==> config.mk <==
export PLATFORM = sky130hd
export DESIGN_NAME = adc_spi_responder
export DESIGN_NICKNAME = d
export VERILOG_FILES = /design/src/rtl/adc_spi_responder.sv
export SDC_FILE = /design/constraint.sdc
export NUM_CORES = 1
export LEC_CHECK = 0
export BUFFER_PORTS_ARGS = -buffer_cell sky130_fd_sc_hd__buf_2
export CAP_MARGIN = 10
export CORE_MARGIN = 2
export CORE_UTILIZATION = 55
export DETAILED_ROUTE_END_ITERATION = 10
export MAX_ROUTING_LAYER = met4
export PLACE_DENSITY = 0.76
export SLEW_MARGIN = 20
export SYNTH_ARGS = -nofsm -noshare
export SYNTH_HDL_FRONTEND = slang
export SYNTH_SLANG_ARGS = --single-unit
==> constraint.sdc <==
create_clock -name clk -period 3.25 [get_ports clk]
set_input_delay 0.1625 -clock clk [delete_from_list [all_inputs] [get_ports clk]]
set_output_delay 0.1625 -clock clk [all_outputs]
set_load 0.005 [all_outputs]
==> src/rtl/adc_spi_responder.sv <==
// adc_spi_responder
// SPI responder emulating a 2-channel, 12-bit MCP3202-style ADC in SPI mode 0.
// All bus inputs are asynchronous to clk and are resampled through a flop
// chain. The frame is then decoded from SCLK edge pulses in the clk domain.
// MISO is launched one clk cycle after each detected SCLK fall.
module adc_spi_responder #(
    parameter int SYNC_STAGES = 2
) (
    input  logic        clk,
    input  logic        rst_n,
    input  logic        adc_cs_n,
    input  logic        adc_sclk,
    input  logic        adc_din,
    output logic        adc_data_out,
    output logic        adc_data_oe,
    input  logic [11:0] ch0_value,
    input  logic [11:0] ch1_value,
    output logic        conv_valid,
    output logic [11:0] conv_data,
    output logic        conv_channel,
    output logic        conv_single,
    output logic        frame_abort
);

    typedef enum logic [2:0] {
        ST_IDLE       = 3'd0,
        ST_WAIT_START = 3'd1,
        ST_CMD        = 3'd2,
        ST_NULL_OUT   = 3'd3,
        ST_DATA_MSB   = 3'd4,
        ST_DATA_LSB   = 3'd5,
        ST_DONE       = 3'd6
    } state_t;

    // Sample value for a command. Differential results are computed with a
    // borrow bit so that a negative difference saturates to zero.
    function automatic logic [11:0] select_sample(
        input logic        sgl,
        input logic        odd,
        input logic [11:0] c0,
        input logic [11:0] c1
    );
        logic [12:0] diff;
        logic [11:0] res;
        diff = 13'd0;
        if (sgl) begin
            if (odd) begin
                res = c1;
            end else begin
                res = c0;
            end
        end else begin
            if (odd) begin
                diff = {1'b0, c1} - {1'b0, c0};
            end else begin
                diff = {1'b0, c0} - {1'b0, c1};
            end
            if (diff[12]) begin
                res = 12'd0;
            end else begin
                res = diff[11:0];
            end
        end
        return res;
    endfunction

    // Synchronizer chains and edge-detect history. CS resets low so that a
    // reset taken with CS held low does not look like a fresh CS fall.
    logic [SYNC_STAGES-1:0] cs_sync_q;
    logic [SYNC_STAGES-1:0] sclk_sync_q;
    logic [SYNC_STAGES-1:0] din_sync_q;
    logic                   cs_prev_q;
    logic                   sclk_prev_q;

    logic cs_s;
    logic sclk_s;
    logic din_s;
    logic cs_rise_s;
    logic cs_fall_s;
    logic sclk_rise_s;
    logic sclk_fall_s;

    // FSM and datapath registers
    state_t      state_q, state_d;
    logic [3:0]  cnt_q, cnt_d;
    logic        last_q, last_d;
    logic        sgl_q, sgl_d;
    logic        odd_q, odd_d;
    logic        msbf_q, msbf_d;
    logic [11:0] sample_q, sample_d;
    logic        out_q, out_d;
    logic        oe_q, oe_d;
    logic        conv_valid_q, conv_valid_d;
    logic [11:0] conv_data_q, conv_data_d;
    logic        conv_channel_q, conv_channel_d;
    logic        conv_single_q, conv_single_d;
    logic        abort_q, abort_d;
    logic        in_frame_s;

    // Resample the asynchronous bus inputs and keep one cycle of history
    always_ff @(posedge clk or negedge rst_n) begin
        if (!rst_n) begin
            cs_sync_q   <= '0;
            sclk_sync_q <= '0;
            din_sync_q  <= '0;
            cs_prev_q   <= 1'b0;
            sclk_prev_q <= 1'b0;
        end else begin
            cs_sync_q   <= {cs_sync_q[SYNC_STAGES-2:0], adc_cs_n};
            sclk_sync_q <= {sclk_sync_q[SYNC_STAGES-2:0], adc_sclk};
            din_sync_q  <= {din_sync_q[SYNC_STAGES-2:0], adc_din};
            cs_prev_q   <= cs_sync_q[SYNC_STAGES-1];
            sclk_prev_q <= sclk_sync_q[SYNC_STAGES-1];
        end
    end

    assign cs_s        = cs_sync_q[SYNC_STAGES-1];
    assign sclk_s      = sclk_sync_q[SYNC_STAGES-1];
    assign din_s       = din_sync_q[SYNC_STAGES-1];
    assign cs_rise_s   = cs_s & ~cs_prev_q;
    assign cs_fall_s   = ~cs_s & cs_prev_q;
    assign sclk_rise_s = sclk_s & ~sclk_prev_q;
    assign sclk_fall_s = ~sclk_s & sclk_prev_q;
    assign in_frame_s  = (state_q == ST_CMD) || (state_q == ST_NULL_OUT) ||
                         (state_q == ST_DATA_MSB) || (state_q == ST_DATA_LSB);

    // State and datapath register update
    always_ff @(posedge clk or negedge rst_n) begin
        if (!rst_n) begin
            state_q        <= ST_IDLE;
            cnt_q          <= 4'd0;
            last_q         <= 1'b0;
            sgl_q          <= 1'b0;
            odd_q          <= 1'b0;
            msbf_q         <= 1'b0;
            sample_q       <= 12'd0;
            out_q          <= 1'b0;
            oe_q           <= 1'b0;
            conv_valid_q   <= 1'b0;
            conv_data_q    <= 12'd0;
            conv_channel_q <= 1'b0;
            conv_single_q  <= 1'b0;
            abort_q        <= 1'b0;
        end else begin
            state_q        <= state_d;
            cnt_q          <= cnt_d;
            last_q         <= last_d;
            sgl_q          <= sgl_d;
            odd_q          <= odd_d;
            msbf_q         <= msbf_d;
            sample_q       <= sample_d;
            out_q          <= out_d;
            oe_q           <= oe_d;
            conv_valid_q   <= conv_valid_d;
            conv_data_q    <= conv_data_d;
            conv_channel_q <= conv_channel_d;
            conv_single_q  <= conv_single_d;
            abort_q        <= abort_d;
        end
    end

    // Frame decoder: next state, MISO launch and conversion reporting.
    // Synchronized CS high overrides any SCLK edge seen in the same cycle.
    always_comb begin
        state_d        = state_q;
        cnt_d          = cnt_q;
        last_d         = last_q;
        sgl_d          = sgl_q;
        odd_d          = odd_q;
        msbf_d         = msbf_q;
        sample_d       = sample_q;
        out_d          = out_q;
        oe_d           = oe_q;
        conv_valid_d   = 1'b0;
        conv_data_d    = conv_data_q;
        conv_channel_d = conv_channel_q;
        conv_single_d  = conv_single_q;
        abort_d        = 1'b0;

        if (cs_s) begin
            state_d = ST_IDLE;
            out_d   = 1'b0;
            oe_d    = 1'b0;
            last_d  = 1'b0;
            abort_d = cs_rise_s & in_frame_s;
        end else begin
            case (state_q)
                ST_IDLE: begin
                    if (cs_fall_s) begin
                        state_d = ST_WAIT_START;
                    end else begin
                        state_d = ST_IDLE;
                    end
                end
                ST_WAIT_START: begin
                    if (sclk_rise_s && din_s) begin
                        state_d = ST_CMD;
                        cnt_d   = 4'd0;
                    end else begin
                        state_d = ST_WAIT_START;
                    end
                end
                ST_CMD: begin
                    if (sclk_rise_s) begin
                        case (cnt_q)
                            4'd0: begin
                                sgl_d = din_s;
                                cnt_d = 4'd1;
                            end
                            4'd1: begin
                                odd_d = din_s;
                                cnt_d = 4'd2;
                            end
                            default: begin
                                msbf_d  = din_s;
                                state_d = ST_NULL_OUT;
                            end
                        endcase
                    end else begin
                        state_d = ST_CMD;
                    end
                end
                ST_NULL_OUT: begin
                    if (sclk_fall_s) begin
                        out_d    = 1'b0;
                        oe_d     = 1'b1;
                        sample_d = select_sample(sgl_q, odd_q, ch0_value, ch1_value);
                        cnt_d    = 4'd11;
                        last_d   = 1'b0;
                        state_d  = ST_DATA_MSB;
                    end else begin
                        state_d = ST_NULL_OUT;
                    end
                end
                ST_DATA_MSB: begin
                    if (sclk_rise_s && last_q) begin
                        state_d        = ST_DONE;
                        last_d         = 1'b0;
                        out_d          = 1'b0;
                        oe_d           = 1'b0;
                        conv_valid_d   = 1'b1;
                        conv_data_d    = sample_q;
                        conv_channel_d = odd_q;
                        conv_single_d  = sgl_q;
                    end else if (sclk_fall_s && !last_q) begin
                        out_d = sample_q[cnt_q];
                        if (cnt_q == 4'd0) begin
                            if (msbf_q) begin
                                last_d = 1'b1;
                            end else begin
                                state_d = ST_DATA_LSB;
                                cnt_d   = 4'd1;
                            end
                        end else begin
                            cnt_d = cnt_q - 4'd1;
                        end
                    end else begin
                        state_d = ST_DATA_MSB;
                    end
                end
                ST_DATA_LSB: begin
                    if (sclk_rise_s && last_q) begin
                        state_d        = ST_DONE;
                        last_d         = 1'b0;
                        out_d          = 1'b0;
                        oe_d           = 1'b0;
                        conv_valid_d   = 1'b1;
                        conv_data_d    = sample_q;
                        conv_channel_d = odd_q;
                        conv_single_d  = sgl_q;
                    end else if (sclk_fall_s && !last_q) begin
                        out_d = sample_q[cnt_q];
                        if (cnt_q == 4'd11) begin
                            last_d = 1'b1;
                        end else begin
                            cnt_d = cnt_q + 4'd1;
                        end
                    end else begin
                        state_d = ST_DATA_LSB;
                    end
                end
                ST_DONE: begin
                    out_d   = 1'b0;
                    oe_d    = 1'b0;
                    state_d = ST_DONE;
                end
                default: begin
                    state_d = ST_IDLE;
                    out_d   = 1'b0;
                    oe_d    = 1'b0;
                end
            endcase
        end
    end

    assign adc_data_out = out_q;
    assign adc_data_oe  = oe_q;
    assign conv_valid   = conv_valid_q;
    assign conv_data    = conv_data_q;
    assign conv_channel = conv_channel_q;
    assign conv_single  = conv_single_q;
    assign frame_abort  = abort_q;

endmodule

---- Word level (Yosys, flattened, before mapping) ----
Cells that the tools add are included.
cells by class
  multiplexer cells ....................... 57
  reduce and logical (&&, ||, !) cells .... 24
  equal/unequal tests ..................... 31
  $add $sub $neg .......................... 4
  order comparisons ....................... 1
  bitwise gates (word level) .............. 10
operators with widths
  operator                                                                       count
  13-bit 2-to-1 mux                                                              5
  4-bit 2-to-1 mux                                                               10
  12-bit 2-to-1 mux                                                              3
  3-bit 2-to-1 mux                                                               10
  12-bit by 12-bit subtractor with 13-bit output                                 2
  1-bit 2-to-1 mux                                                               21
  3-bit one-hot mux with 7 select lines                                          1
  4-bit one-hot mux with 5 select lines                                          1
  4-bit by 2-bit inequality test with 1-bit output (second input constant)       4
  4-bit AND reduction                                                            4
  2-bit inequality test (second input constant)                                  6
  12-bit AND reduction                                                           1
  3-bit AND reduction                                                            4
  3-bit == test (second input constant)                                          3
  1-bit one-hot mux with 3 select lines                                          3
  4-bit inequality test (second input constant)                                  2
  4-bit one-hot mux with 2 select lines                                          1
  7-bit AND reduction                                                            1
  3-bit by 2-bit == test with 1-bit output (second input constant)               2
  2-bit by 1-bit inequality test with 1-bit output (second input constant)       3
  3-bit by 1-bit inequality test with 1-bit output (second input constant)       2
  3-bit inequality test (second input constant)                                  2
  1-bit bitwise AND                                                              5
  4-bit by 5-bit less-than comparator with 1-bit output (second input constant)  1
  21 further kinds                                                               30
storage, ports and cells
  bits in registers ....................... 49
  word-level logic and storage cells ...... 146
  output and inout port bits .............. 18

---- Depth between registers and ports, before layout ----
  word-level depth ........................ 8
  mapped depth ............................ 10
  depth with buffers taken out ............ 10

---- Worst setup path before layout ----
No wires, ideal clock.
  path kind ............................... register -> register
  start point ............................. register cnt_q[0]
  end point ............................... register cnt_q[1]
  period minus slack after synthesis ...... 2.462 ns
  cell stages (with the launch flop) ...... 10
  setup time .............................. 0.083 ns
  path slack .............................. 0.788 ns
  data arrival time ....................... 2.379 ns
  path through ............................ dfrtp_1 clkbuf_1 inv_1 ha_1 or4b_2 o221ai_1 a21o_1 a221oi_4 or3b_2 o21ai_0
on the way
  longest elaborated chain between the ends .. 5
  elaborated cells on any way between the ends .. 18
  classes of those cells .................. add/sub: 2; eq/ne: 5; mux: 9; reduce/logical: 2
ends and longest elaborated chain
  item                                                                  line      text
  start, declared                                                       85        logic [3:0] cnt_q, cnt_d;
  start signal, assigned                                                146       cnt_q <= cnt_d;
  4-bit by 1-bit adder with 4-bit output, or another cell as far along  276       cnt_d = cnt_q + 4'd1;
  4-bit 2-to-1 mux (on tied branches)                                   273, 247
  4-bit 2-to-1 mux (on tied branches)                                   271, 245
  4-bit 2-to-1 mux (on tied branches)                                   262, 236
  4-bit one-hot mux with 5 select lines                                 187       case (state_q)
Parallel ways exist; a longest one is shown, timed or not. The select of a mux whose other input is x is not followed.
A chain may end at the register's enable or synchronous reset.

---- Final worst setup path ----
Same ends and word-level chain as after synthesis.

==> summary.md <==
| Metric | Value |
|---|---|
| Worst Setup End Kind | `flop` |
| Post-synth top flop | `dfrtp_1` |
| Gr usage total | `0.239` |
| Fill count | `616` |
| CP Launch Type | `flop` |
| Area growth syn-to-layout | `8.63%` |
| Total power | `1.34 mW` |
| Final ANT Viol Nets | `0` |
| Final GP Congestion | `0.971` |
| Post-synth top area share | `0.310` |
| Worst-case reg-to-reg path depth | `8` |
| Register area share after synthesis | `0.310` |
| Port Buffers | `46` |
| Number of clock sinks | `49` |
| Starting Density | `0.576` |
| Max_cap viols | `0` |
| CP required | `3.48 ns` |
| Max Slew Vio Count | `0` |
| Synth area leaders | `dfrtp_1 (31%), ha_1 (9.2%), mux2_2 (5.7%), a21oi_1 (5.4%), inv_1 (4.2%)` |
| Layout cell share with drive strength beyond 1 | `0.201` |
| Tmin final | `2.60 ns` |
| Mapped Area | `0.00396 mm²` |
| Fin Setup TNS | `0 ns` |
| Hold_ws | `0.326 ns` |
| Skew final | `0.00360 ns` |
| Arr. time, crit path | `2.83 ns` |
| Design Area, Final | `0.00430 mm²` |
| Clk slew on worst S/H paths | `0.09 ns` |
| CTS tree | `done` |
| CTS root buf | `clkbuf_8` |
| Fmax | `385 MHz` |
| Detailed-route via count | `3405` |
| Routed len/inst | `15.3 µm` |
| Utilization after layout | `0.626` |
| GRT overflow | `0` |
| FF-to-FF End | `cnt_q[1]` |
| Final Setup Violations | `0` |
| Row count | `30` |
| TritonCTS buffer count | `5` |
| Min-Delay Path Class | `input port to flop` |
| Placed cell areas | `0.00417 mm²` |
| DP HPWL | `6780 µm` |
| Residual DRC count | `0` |
| Ys Warns | `0` |
| Number of synthesized flops with an enable pin | `0` |
| Core area | `0.00687 mm²` |
| Slew Limit Headroom | `0.526` |
| Dpl ws | `0.718 ns` |
| Vias per std cell | `5.84` |
| Number of antenna cells inserted | `0` |
| Hold Vio Cnt, Final | `0` |
| RSZ-0062 raised after global routing | `no` |
| Largest net degree at the start of global routing | `50` |
| HP Start | `ch1_value[0]` |
| DIE HEIGHT | `88.8 µm` |
| Worst Tran Pin Value | `0.712 ns` |
| Fin cells | `583` |
| Max clock buf depth | `2` |
| Hold endpoint | `sample_q[0]` |
| Final net count | `547` |
| Final critical-path share of the clock period | `0.799` |
| Reg-to-Reg Start | `cnt_q[0]` |
| Post-synth top area cell | `dfrtp_1` |
| Clk_lat worst skew | `0.30 ns` |
| DIE AREA | `0.00789 mm²` |
| Mapped Nets | `512` |
| Max H-tree Level | `2` |
| Global-route wire length before repair | `14500 µm` |
| Initial DRC count | `163` |
| Post-Place Cells | `572` |
| Hold Crit Depth | `4` |
| Pwr per Cell Area | `311 mW/mm²` |
| # IOs | `47` |
| Die W | `88.8 µm` |
| Vias in the first global route | `3162` |
| Max FO, Critical Path | `9` |
| Gate Count Post-Synth | `452` |
| Routed wire length | `8930 µm` |
| R2R Setup Slk | `0.65 ns` |
| Static leakage | `2.03 nW` |
| Post-synthesis register bit count | `49` |
| Final Worst Setup Slack | `0.653 ns` |
| Asr flop ratio synth | `1.00` |
| Mean Syn Cell Area | `8.75 µm²` |
| DR pass1 iterations | `5` |
| Status | `finished clean` |
| Initial antenna violation count | `0` |
| Peak VDD IR | `0.000161 V` |
| Synth cell types | `66` |
| CP Class | `flop to flop` |
-- where the power goes --
group / total (mW) / switching [mW] / internal, mW
clock: 0.346 / 0.197 / 0.149
sequential: 0.674 / 0.0388 / 0.635
combinational: 0.318 / 0.181 / 0.136
-- registers in the layout, summed over array words and instances, names as in the netlist, 2 cells and up --
name	count
conv_data	12
sample_q	12
cnt_q	4
state_q	3
cs_sync_q	2
din_sync_q	2
sclk_sync_q	2
-- synth_stat cells, drive strengths merged, types with 9 or more instances --
cell and count:
a31oi 10, nor3 10, buf 10, inv 44, a21oi 43, o21ai 32, clkbuf 16, ha 29
dfrtp 49, nor2 23, mux2 20, nand2 43, a21o 9
-- kinds of logic after synthesis --
logic type,after synthesis,synth area share
AOI/OAI and AO/OA,144,0.244
and+or+nand+nor,124,0.162
buffers and inverters,70,0.0829
DFF,49,0.310
adders and majority gates,31,0.102
muxes,28,0.0867
xor gates and xnor gates,6,0.0133
-- placed cells by master, fill, tap and decap left out, types with 7 or more instances in the layout --
cell,n
a31oi_1,10
nand3b_1,7
dfrtp_1,49
a21o_1,7
a21oi_1,43
o21ai_0,32
nor3_1,10
ha_1,29
buf_2,45
mux2_2,20
o31ai_1,8
nand2_1,43
nor2_1,22
inv_1,44
-- worst max-delay path, cell delays in order (launching register included) --
cell	delay, ns
dfrtp_1	0.56
inv_1	0.14
ha_1	0.30
or4b_2	0.27
o221ai_1	0.12
a21o_1	0.23
a221oi_4	0.35
or3b_2	0.47
o21ai_0	0.08
-- per-layer routing --
metal	vias to the layer above	global-route usage	part of all wire
li1	1687	-	-
met5	-	-	0
met4	0	0.0854	0.022
met3	14	0.0280	0.043
met2	97	0.402	0.49
met1	1607	0.295	0.44
-- how the worst max path moves through the flow --
stage	start	to	slack, ns	cells past startpoint
final	cnt_q[0]	cnt_q[1]	0.65	8
after global routing	cnt_q[0]	cnt_q[1]	0.53	8
after CTS	cnt_q[0]	cnt_q[1]	0.69	8
after detailed placement	cnt_q[0]	cnt_q[1]	0.72	8
after global placement	cnt_q[0]	cnt_q[1]	0.79	8
after floorplan	cnt_q[0]	cnt_q[1]	0.79	9
-- cell type report --
type | instances | area (µm²) | share of cell area
Clock buffer | 6 | 72.6 | 0.0169
Clock inverter | 1 | 8.76 | 0.00204
Timing Repair Buffer | 54 | 303 | 0.0705
Sequential cell | 49 | 1230 | 0.285
Tap cell | 96 | 120 | 0.0279
Inverter | 44 | 165 | 0.0384
Multi-Input combinational cell | 333 | 2400 | 0.559
-- what timing repair did --
| item | CTS | global route |
|---|---|---|
| resized for setup | 0 | 0 |
| setup endpoints to repair | 0 | 0 |
| hold buffers | 3 | 1 |
| setup buffers | 0 | 0 |
| endpoints found under the hold margin | 3 | 49 |
Power figures use the tool's default switching activity.
